$ cat config.mk
export PLATFORM = sky130hd
export DESIGN_NAME = si570_freq_sequencer
export DESIGN_NICKNAME = d
export VERILOG_FILES = /design/src/rtl/si570_freq_sequencer.sv
export SDC_FILE = /design/constraint.sdc
export NUM_CORES = 1
export LEC_CHECK = 0
export ABC_AREA = 1
export BUFFER_PORTS_ARGS = -buffer_cell sky130_fd_sc_hd__buf_2
export CORE_MARGIN = 1.5
export CORE_UTILIZATION = 32
export CTS_BUF_LIST = sky130_fd_sc_hd__clkbuf_16
export CTS_CLUSTER_SIZE = 10
export DETAILED_ROUTE_END_ITERATION = 10
export GPL_TIMING_DRIVEN = 0
export HOLD_SLACK_MARGIN = 0.02
export SYNTH_ARGS = -nofsm -noshare
export SYNTH_HDL_FRONTEND = slang
export SYNTH_SLANG_ARGS = --single-unit
$ cat constraint.sdc
create_clock -name iCLK -period 3.2 [get_ports iCLK]
set_input_delay 0.64 -clock iCLK [delete_from_list [all_inputs] [get_ports iCLK]]
set_output_delay 0.64 -clock iCLK [all_outputs]
set_load 0.005 [all_outputs]
$ cat src/rtl/si570_freq_sequencer.sv
// Button-driven Si570 frequency stepper: on each step pulse, selects the next preset
// and issues the freeze / RFREQ+dividers / unfreeze / NewFreq write sequence to the I2C writer.
module si570_freq_sequencer #(
    parameter logic [47:0] PRESET0       = 48'h01C2_BC01_1EB8,
    parameter logic [47:0] PRESET1       = 48'h21C2_BC01_1EB8,
    parameter logic [47:0] PRESET2       = 48'h4142_D1E1_2700,
    parameter logic [47:0] PRESET3       = 48'h6142_D1E1_2700,
    parameter bit          INIT_ON_RESET = 1'b1,
    parameter logic [6:0]  I2C_ADDR      = 7'h55
) (
    input  logic       iCLK,
    input  logic       iRST_n,
    input  logic       iStep,
    output logic       oWr_req,
    output logic [6:0] oWr_dev,
    output logic [7:0] oWr_addr,
    output logic [7:0] oWr_data,
    input  logic       iWr_ack,
    input  logic       iWr_err,
    output logic [1:0] oSel,
    output logic       oBusy,
    output logic       oDone,
    output logic       oErr
);

    typedef enum logic [1:0] {IDLE, ISSUE, ADVANCE, ABORT} state_t;

    state_t      state, state_nx;
    logic [3:0]  wi, wi_nx;
    logic [1:0]  sel, sel_nx;
    logic        pending, pending_nx;
    logic        init_pend, init_pend_nx;
    logic        aborting, aborting_nx;
    logic        err_q, err_nx;
    logic        done_q, done_nx;
    logic [47:0] preset_q, preset_nx;
    logic        start;

    function automatic logic [47:0] preset_of(input logic [1:0] idx);
        case (idx)
            2'd0:    preset_of = PRESET0;
            2'd1:    preset_of = PRESET1;
            2'd2:    preset_of = PRESET2;
            default: preset_of = PRESET3;
        endcase
    endfunction

    function automatic logic [7:0] addr_of(input logic [3:0] idx);
        case (idx)
            4'd0:    addr_of = 8'd137;
            4'd1:    addr_of = 8'd7;
            4'd2:    addr_of = 8'd8;
            4'd3:    addr_of = 8'd9;
            4'd4:    addr_of = 8'd10;
            4'd5:    addr_of = 8'd11;
            4'd6:    addr_of = 8'd12;
            4'd7:    addr_of = 8'd137;
            4'd8:    addr_of = 8'd135;
            default: addr_of = 8'd0;
        endcase
    endfunction

    function automatic logic [7:0] data_of(input logic [3:0] idx, input logic [47:0] p);
        case (idx)
            4'd0:    data_of = 8'h10;
            4'd1:    data_of = p[47:40];
            4'd2:    data_of = p[39:32];
            4'd3:    data_of = p[31:24];
            4'd4:    data_of = p[23:16];
            4'd5:    data_of = p[15:8];
            4'd6:    data_of = p[7:0];
            4'd7:    data_of = 8'h00;
            4'd8:    data_of = 8'h40;
            default: data_of = 8'h00;
        endcase
    endfunction

    always_comb begin
        state_nx     = state;
        wi_nx        = wi;
        sel_nx       = sel;
        pending_nx   = pending;
        init_pend_nx = init_pend;
        aborting_nx  = aborting;
        err_nx       = err_q;
        done_nx      = 1'b0;
        preset_nx    = preset_q;
        start        = 1'b0;

        if (state != IDLE && iStep)
            pending_nx = 1'b1;

        case (state)
            IDLE: begin
                if (init_pend || pending || iStep)
                    start = 1'b1;
            end
            ISSUE: begin
                if (iWr_err) begin
                    err_nx = 1'b1;
                    // Mid-register failures must still unfreeze the DCO; route through the gap first
                    if (wi >= 4'd1 && wi <= 4'd6) begin
                        aborting_nx = 1'b1;
                        state_nx    = ADVANCE;
                    end else begin
                        state_nx = IDLE;
                    end
                end else if (iWr_ack) begin
                    if (wi == 4'd8) begin
                        done_nx  = 1'b1;
                        state_nx = IDLE;
                    end else begin
                        wi_nx    = wi + 4'd1;
                        state_nx = ADVANCE;
                    end
                end
            end
            ADVANCE: begin
                state_nx = aborting ? ABORT : ISSUE;
            end
            ABORT: begin
                if (iWr_ack || iWr_err) begin
                    aborting_nx = 1'b0;
                    state_nx    = IDLE;
                end
            end
            default: state_nx = IDLE;
        endcase

        if (start) begin
            // The post-reset initial programming keeps preset 0 rather than stepping
            sel_nx       = init_pend ? sel : sel + 2'd1;
            pending_nx   = init_pend & iStep;
            init_pend_nx = 1'b0;
            wi_nx        = 4'd0;
            err_nx       = 1'b0;
            preset_nx    = preset_of(sel_nx);
            state_nx     = ISSUE;
        end
    end

    always_ff @(posedge iCLK or negedge iRST_n) begin
        if (!iRST_n) begin
            state     <= IDLE;
            wi        <= 4'd0;
            sel       <= 2'd0;
            pending   <= 1'b0;
            init_pend <= INIT_ON_RESET;
            aborting  <= 1'b0;
            err_q     <= 1'b0;
            done_q    <= 1'b0;
        end else begin
            state     <= state_nx;
            wi        <= wi_nx;
            sel       <= sel_nx;
            pending   <= pending_nx;
            init_pend <= init_pend_nx;
            aborting  <= aborting_nx;
            err_q     <= err_nx;
            done_q    <= done_nx;
        end
    end

    always_ff @(posedge iCLK) begin
        preset_q <= preset_nx;
    end

    always_comb begin
        oWr_req  = 1'b0;
        oWr_addr = 8'd0;
        oWr_data = 8'd0;
        if (state == ISSUE) begin
            oWr_req  = 1'b1;
            oWr_addr = addr_of(wi);
            oWr_data = data_of(wi, preset_q);
        end else if (state == ABORT) begin
            oWr_req  = 1'b1;
            oWr_addr = 8'd137;
            oWr_data = 8'h00;
        end
    end

    assign oWr_dev = I2C_ADDR;
    assign oSel    = sel;
    assign oBusy   = (state != IDLE);
    assign oDone   = done_q;
    assign oErr    = err_q;

endmodule
==> results of run 1 <==
flip-flops by register name (all words and copies together) (netlist names):
signal	cells
state	2
aborting	1
init_pend	1
pending	1
oSel	2
wi	4
oErr	1
oDone	1
preset_q	3
stage by stage:
stage               utilization (%)  hold WS [ns]
floorplan                         -        0.3444
global route                  41.15        0.3146
finish                        41.15        0.2864
detailed placement            39.01        0.4673
global placement              39.01        0.4585
CTS                           41.15        0.2929
power by group through the flow:
| stage | registers (mW) | clock network (mW) | logic (mW) |
|---|---|---|---|
| finish | 0.391 | 0.243 | 0.819 |
| floorplan | 0.378 | 0 | 0.593 |
| global route | 0.404 | 0.260 | 0.936 |
| CTS | 0.390 | 0.251 | 0.823 |
| global placement | 0.394 | 0 | 0.812 |
| detailed placement | 0.394 | 0 | 0.817 |
worst max-delay path: stages, from the launching register on:
cell and delay [ns]:
dfrtp_1 0.45, inv_1 0.17, ha_1 0.20, nand2_2 0.10, nor2_4 0.13, inv_1 0.07, nand2_1 0.05, nor2_1 0.04
a21oi_1 0.15, buf_2 0.13
per-layer routing:
| layer | routed length [um] | vias to the layer above |
|---|---|---|
| li1 | - | 580 |
| met4 | 14 | 0 |
| met5 | 0 | - |
| met1 | 1320 | 508 |
| met3 | 113 | 2 |
| met2 | 1139 | 26 |
layout make-up:
cell class	count	share of cell area [%]
multi-input combinational	121	42.62
sequential	16	27.45
timing repair buffer	23	7.584
inverter	28	7.255
buffer	12	5.936
clock buffer	3	4.946
tap	48	3.957
clock inverter	1	0.2473
layout by cell type (no fill, tap or decap), types with 2 or more instances in the layout:
cell,Yosys,layout
nor2_2,3,3
inv_4,2,2
o21ai_2,5,5
nor2_4,2,2
nor2_1,14,14
buf_4,10,10
nand2_4,2,2
clkbuf_16,0,3
nand2_1,36,36
nand2_2,4,4
nand3_1,7,7
edfxtp_1,3,3
inv_1,25,25
ha_1,5,5
a21oi_1,12,12
dfrtp_1,12,12
conb_1,2,10
buf_2,0,23
o21ai_0,13,13
cell families (layout without fill, tap and decap cells):
group           count (synthesis)  in the layout  share of synthesized area (%)
xor+xnor                        2              2                          1.420
fa+ha+maj                       5              5                          5.071
other cells                     2             10                         0.6087
flops                          16             16                          33.77
buf+inv                        40             67                          16.23
compound gates                 32             32                          14.71
simple gates                   72             72                          28.20
path summary, 6_finish.rpt:
kind / depth (start not counted) / to / slack [ns]
setup / recovery: 9 / oWr_data[6] / 0.81
hold / removal: 1 / pending / 0.29
min in group iCLK: 2 / oErr / 0.48
max in group asynchronous: 1 / init_pend / 2.63
setup reg to reg: 8 / wi[0] / 1.64
hold reg to reg: 2 / oErr / 0.48
==> summary.txt, run 1 <==
Synth
  – Mapped Area: roughly 1200 um^2
  – Area contributors post-synth: dfrtp_1 (24%), nand2_1 (11%), inv_1 (7.6%)
  – Cells after Synth: between 150 and 200
  – Sequential share of the synthesized area: 33.77%
  – Synth Area per Inst: 7.300 um^2
  – Number of flops mapped to enable cells by yosys: 3
  – Top_reg_cell synth: dfrtp_1
  – Post-synth top cells: nand2_1 (36), inv_1 (25), nor2_1 (14)
  – Synthesis-stage register bit count: 16
  – Most frequent cell after synthesis: nand2_1
  – Post-synth cell types: 29
  – FFs w/ async S/R, synth: 81.25%
  – Largest area contributor in the netlist: dfrtp_1
  – Area fraction of the dominant cell type after synthesis: between 20% and 30%
  – Synth Warn #: 0

Detailed routing
  – Post-route antenna net violation count: 0
  – Post-route DRC violation count: 0
  – Drt total wl: 2588 um
  – Via count: ~1100
  – Vias per cell: 4.429
  – Wire length per cell: 10.27 um
  – Pre-antenna DRT Iters: 4
  – Iter 0 DRT Violations: approximately 40

Global routing
  – Pin count of the biggest net entering global routing: 14
  – GRT Total Usage: roughly an eighth
  – Vias in the first global route: between 900 and 1000
  – First-pass GRT wire length: roughly 4400 um
  – Met2 usage: between 20% and 30%
  – Met1 usage in global routing: 19.01%
  – GRT busiest layer: met2
  – Global route overflow: 0
  – Initial antenna violation count: 0
  – GR Util met3: roughly 1.5%

Pwr
  – Worst VDD drop: a little over 0.5 mV
  – Internal: a little under 0.8 mW
  – PD cells: between 900 and 1000 nW/um^2
  – Switching share of power: 46.04%
  – Total power: between 1 and 1.5 mW
  – P_leak: around 0.81 nW
  – Seq pwr share: between 20% and 30%
  – Comb pwr share: 56.4%
  – Clock network power share: between 10% and 20%
  – Psw: roughly 0.67 mW

Finish
  – ANT cells: 0
  – Final nets: 215
  – Final Non-Filler Cells: around 250
  – Final instance area: 1518 um^2
  – Synth-to-Final Area Change: 23.02%
  – Register area: roughly 420 um^2
  – Share of layout cells above drive strength 1: slightly below 30%
  – Filler Cell Count: 397
  – Area of the multi-input gates: ~650 um^2

Placement
  – Dpl cell area: between 1000 and 1500 um^2
  – DP HPWL: approximately 2100 um
  – Post-Place Setup Slack: 1.111 ns
  – Final GP Congestion: around 0.88
  – Placed Instances: 248
  – IO buf count: 23

Clocking
  – CTS sink count: 16
  – CTS tree: built
  – Cts repair resizes: 0
  – Htree depth: 1
  – Clock root buffer: clkbuf_16
  – CTS buffer count: 3
  – Post CTS Setup Buffer Count: 0
  – Clock Latency Late Sink: approximately 0.24 ns
  – Deepest clock path buffer count: 2
  – Clk pin slew, worst setup/hold paths: 0.05 ns
  – Hold buffers post-CTS: 0

Setup path
  – Critical path class: reg2out
  – Worst EP required: roughly 2.6 ns
  – Crit. End Element: output pin
  – CP Launch Type: register
  – RR Startpoint: wi[0]
  – Max Fanout on Critical Path: 7
  – Critical Path AT: 1.75 ns
  – Worst setup path startpoint: wi[0]

STA
  – Setup TNS: 0 ns
  – Final WS setup: slightly above 0.8 ns
  – Final Hold Fails: 0
  – Skew final: between 0.0007 and 0.0008 ns
  – Fmax: 419.2 MHz
  – Final Max Tran Viols: 0
  – RSZ-0062 raised after global routing: false
  – Crit share post-route: 74.54%
  – Post-route minimum period: 2.385 ns
  – Finish-stage setup viols: 0

Worst hold path
  – Hold Crit Class: in2async

Floorplan
  – Die width: 65.09 um
  – Core area: 3689 um^2
  – Rows: 22
  – Starting density of the core: around 33%
  – Die height: between 60 and 70 um
  – Die Footprint: around 4200 um^2
  – I/O pin cnt: 34

Job
  – Max-Cap Viols: 0

Run status
  – Status: finished clean
Power figures use the tool's default switching activity.
==> run 2, diff against run 1 <==
==> constraint.sdc (replaced) <==
create_clock -name iCLK -period 2.3 [get_ports iCLK]
set_input_delay 0.46 -clock iCLK [delete_from_list [all_inputs] [get_ports iCLK]]
set_output_delay 0.46 -clock iCLK [all_outputs]
set_load 0.005 [all_outputs]
==> summary.txt, run 2 (synthesized netlist as in run 1, its figures left out) <==
STA
  – Final WS setup: 0.1537 ns
  – Post-route minimum period: about 2.1 ns
  – Skew final: ~0.00076 ns
  – RSZ-0062 raised after global routing: false
  – Crit share post-route: 93.32%
  – Fmax: ~470 MHz
  – Final Hold Fails: 0
  – Finish-stage setup viols: 0
  – Final Max Tran Viols: 0
  – Setup TNS: 0 ns

Setup path
  – FF-to-FF path depth: 8
  – R2r setup slk: around 0.79 ns
  – Critical path class: reg2out
  – Worst EP required: 1.84 ns
  – Critical Path AT: ~1.7 ns
  – Max Fanout on Critical Path: 7
  – CP Launch Type: register
  – CP max-delay cell: dfrtp_1
  – Crit. End Element: output pin
  – Crit Reg-Reg Endpoint: wi[0]
  – RR Startpoint: wi[0]
  – Slowest stage delay, CP: 0.45 ns
  – Critical path, cell by cell: inv_2, ha_1, nand2_2, nor2_4, inv_1, nand2_1, nor2_1, a21oi_1, buf_2
  – Worst setup path startpoint: wi[0]
  – Setup crit end: oWr_data[6]

Clocking
  – Clock root buffer: clkbuf_16
  – Clock Latency Late Sink: between 0.2 and 0.25 ns
  – Deepest clock path buffer count: 2
  – Post CTS Setup Buffer Count: 0
  – Htree depth: 1
  – CTS buffer count: 3
  – CTS tree: built
  – CTS sink count: 16
  – Clk pin slew, worst setup/hold paths: 0.05 ns

Job
  – Max-Cap Viols: 0

Floorplan
  – Die Footprint: ~4200 um^2
  – Die width: around 65 um
  – Die height: 65.09 um
  – I/O pin cnt: 34
  – Core area: approximately 3700 um^2
  – Starting density of the core: between 30% and 40%
  – Rows: 22

Placement
  – Post-Place Setup Slack: slightly below 0.4 ns
  – DP HPWL: 2052 um
  – IO buf count: 23
  – Final GP Congestion: 0.8762

Finish
  – Biggest register: wi
  – Max FFs per register: 4
  – Commonest non-fill, non-tap cell in the layout: nand2_1
  – Synth-to-Final Area Change: 23.33%
  – Most frequent cells in the layout: nand2_1 (36), inv_1 (23), buf_2 (23)
  – ANT cells: 0
  – Share of layout cells above drive strength 1: 30.88%
  – Final nets: roughly 220
  – Top Registers: wi (4), preset_q (3)

Detailed routing
  – Vias per cell: 4.409
  – Wire length per cell: approximately 10 um
  – Post-route DRC violation count: 0
  – Post-route antenna net violation count: 0
  – Drt total wl: 2593 um
  – Iter 0 DRT Violations: 40
  – Via count: approximately 1100
  – Pre-antenna DRT Iters: 4

Global routing
  – Vias in the first global route: ~980
  – First-pass GRT wire length: approximately 4400 um
  – Global route overflow: 0
  – Pin count of the biggest net entering global routing: 14
  – GRT Total Usage: 13.20%
  – Initial antenna violation count: 0

Pwr
  – Worst VDD drop: 0.7096 mV
  – Switching share of power: 46.03%
  – Psw: between 0.9 and 1 mW
  – Seq pwr share: 27.1%
  – Internal: between 1 and 1.5 mW
  – PD cells: 1332 nW/um^2
  – P_leak: around 0.81 nW
  – Comb pwr share: 56.3%
  – Clock network power share: around 17%

Run status
  – Status: finished clean

Worst hold path
  – Hold Crit Class: in2async
==> run 2: cell counts in the layout (fill, tap and decap cells not counted) <==
Identical to the previous run, type by type.
==> run 2: repair_timing <==
action                                  in CTS  in global routing
hold buffers                                 0                  0
gates resized for setup                      0                  4
endpoints found under the hold margin        0                  0
endpoints found under the setup margin       0                  5
==> run 2: critical path, delay by kind of cell (launching register included) <==
family                     cells  cell delay, ns
and+or+nand+nor                4            0.32
buffers and inverters          3            0.33
AOI/OAI and AO/OA              1            0.15
adders and majority gates      1            0.19
DFF                            1            0.45
==> run 2: worst min path at each step <==
stage                          end  depth (start not counted)
after detailed placement   pending                          1
after CTS                  pending                          1
after global routing       pending                          1
after floorplan           aborting                          0
final                      pending                          1
after global placement     pending                          1
==> run 2: per-layer routing <==
metal / vias to the layer above / GRT usage [%] / routed length [um]
li1: 580 / - / -
met1: 501 / 19.01 / 1293
met2: 28 / 21.26 / 1158
met3: 2 / 1.541 / 126
met4: 0 / 3.125 / 14
met5: - / 0 / 0
==> run 2: cell type report <==
| cell class | instances | area (um^2) |
|---|---|---|
| plain buffers | 12 | 90.09 |
| clock buffers | 3 | 75.07 |
| clock inverters | 1 | 3.754 |
| fillers | 398 | 2167 |
| inverters | 28 | 110.1 |
| multi-input cells | 121 | 649.4 |
| flip-flops and latches | 16 | 417.9 |
| well taps | 48 | 60.06 |
| repair buffers | 23 | 115.1 |
==> run 2: power groups by stage <==
| stage | sequential (mW) | combinational (mW) | clock (mW) |
|---|---|---|---|
| floorplan | 0.525 | 0.826 | 0 |
| detailed placement | 0.547 | 1.14 | 0 |
| finish | 0.548 | 1.14 | 0.338 |
| global placement | 0.548 | 1.13 | 0 |
| global route | 0.566 | 1.31 | 0.361 |
| CTS | 0.543 | 1.14 | 0.349 |
==> run 2: stage by stage <==
stage	hold WS [ns]	cell area, um^2	instances	power (mW)	utilization, %
final	0.1064	1521	252	2.027	41.25
after global routing	0.1346	1521	252	2.233	41.25
after CTS	0.1129	1518	252	2.036	41.15
after detailed placement	0.3756	1439	248	1.684	39.01
after global placement	0.3717	1439	248	1.678	39.01
after floorplan	0.1644	1264	177	1.351	-
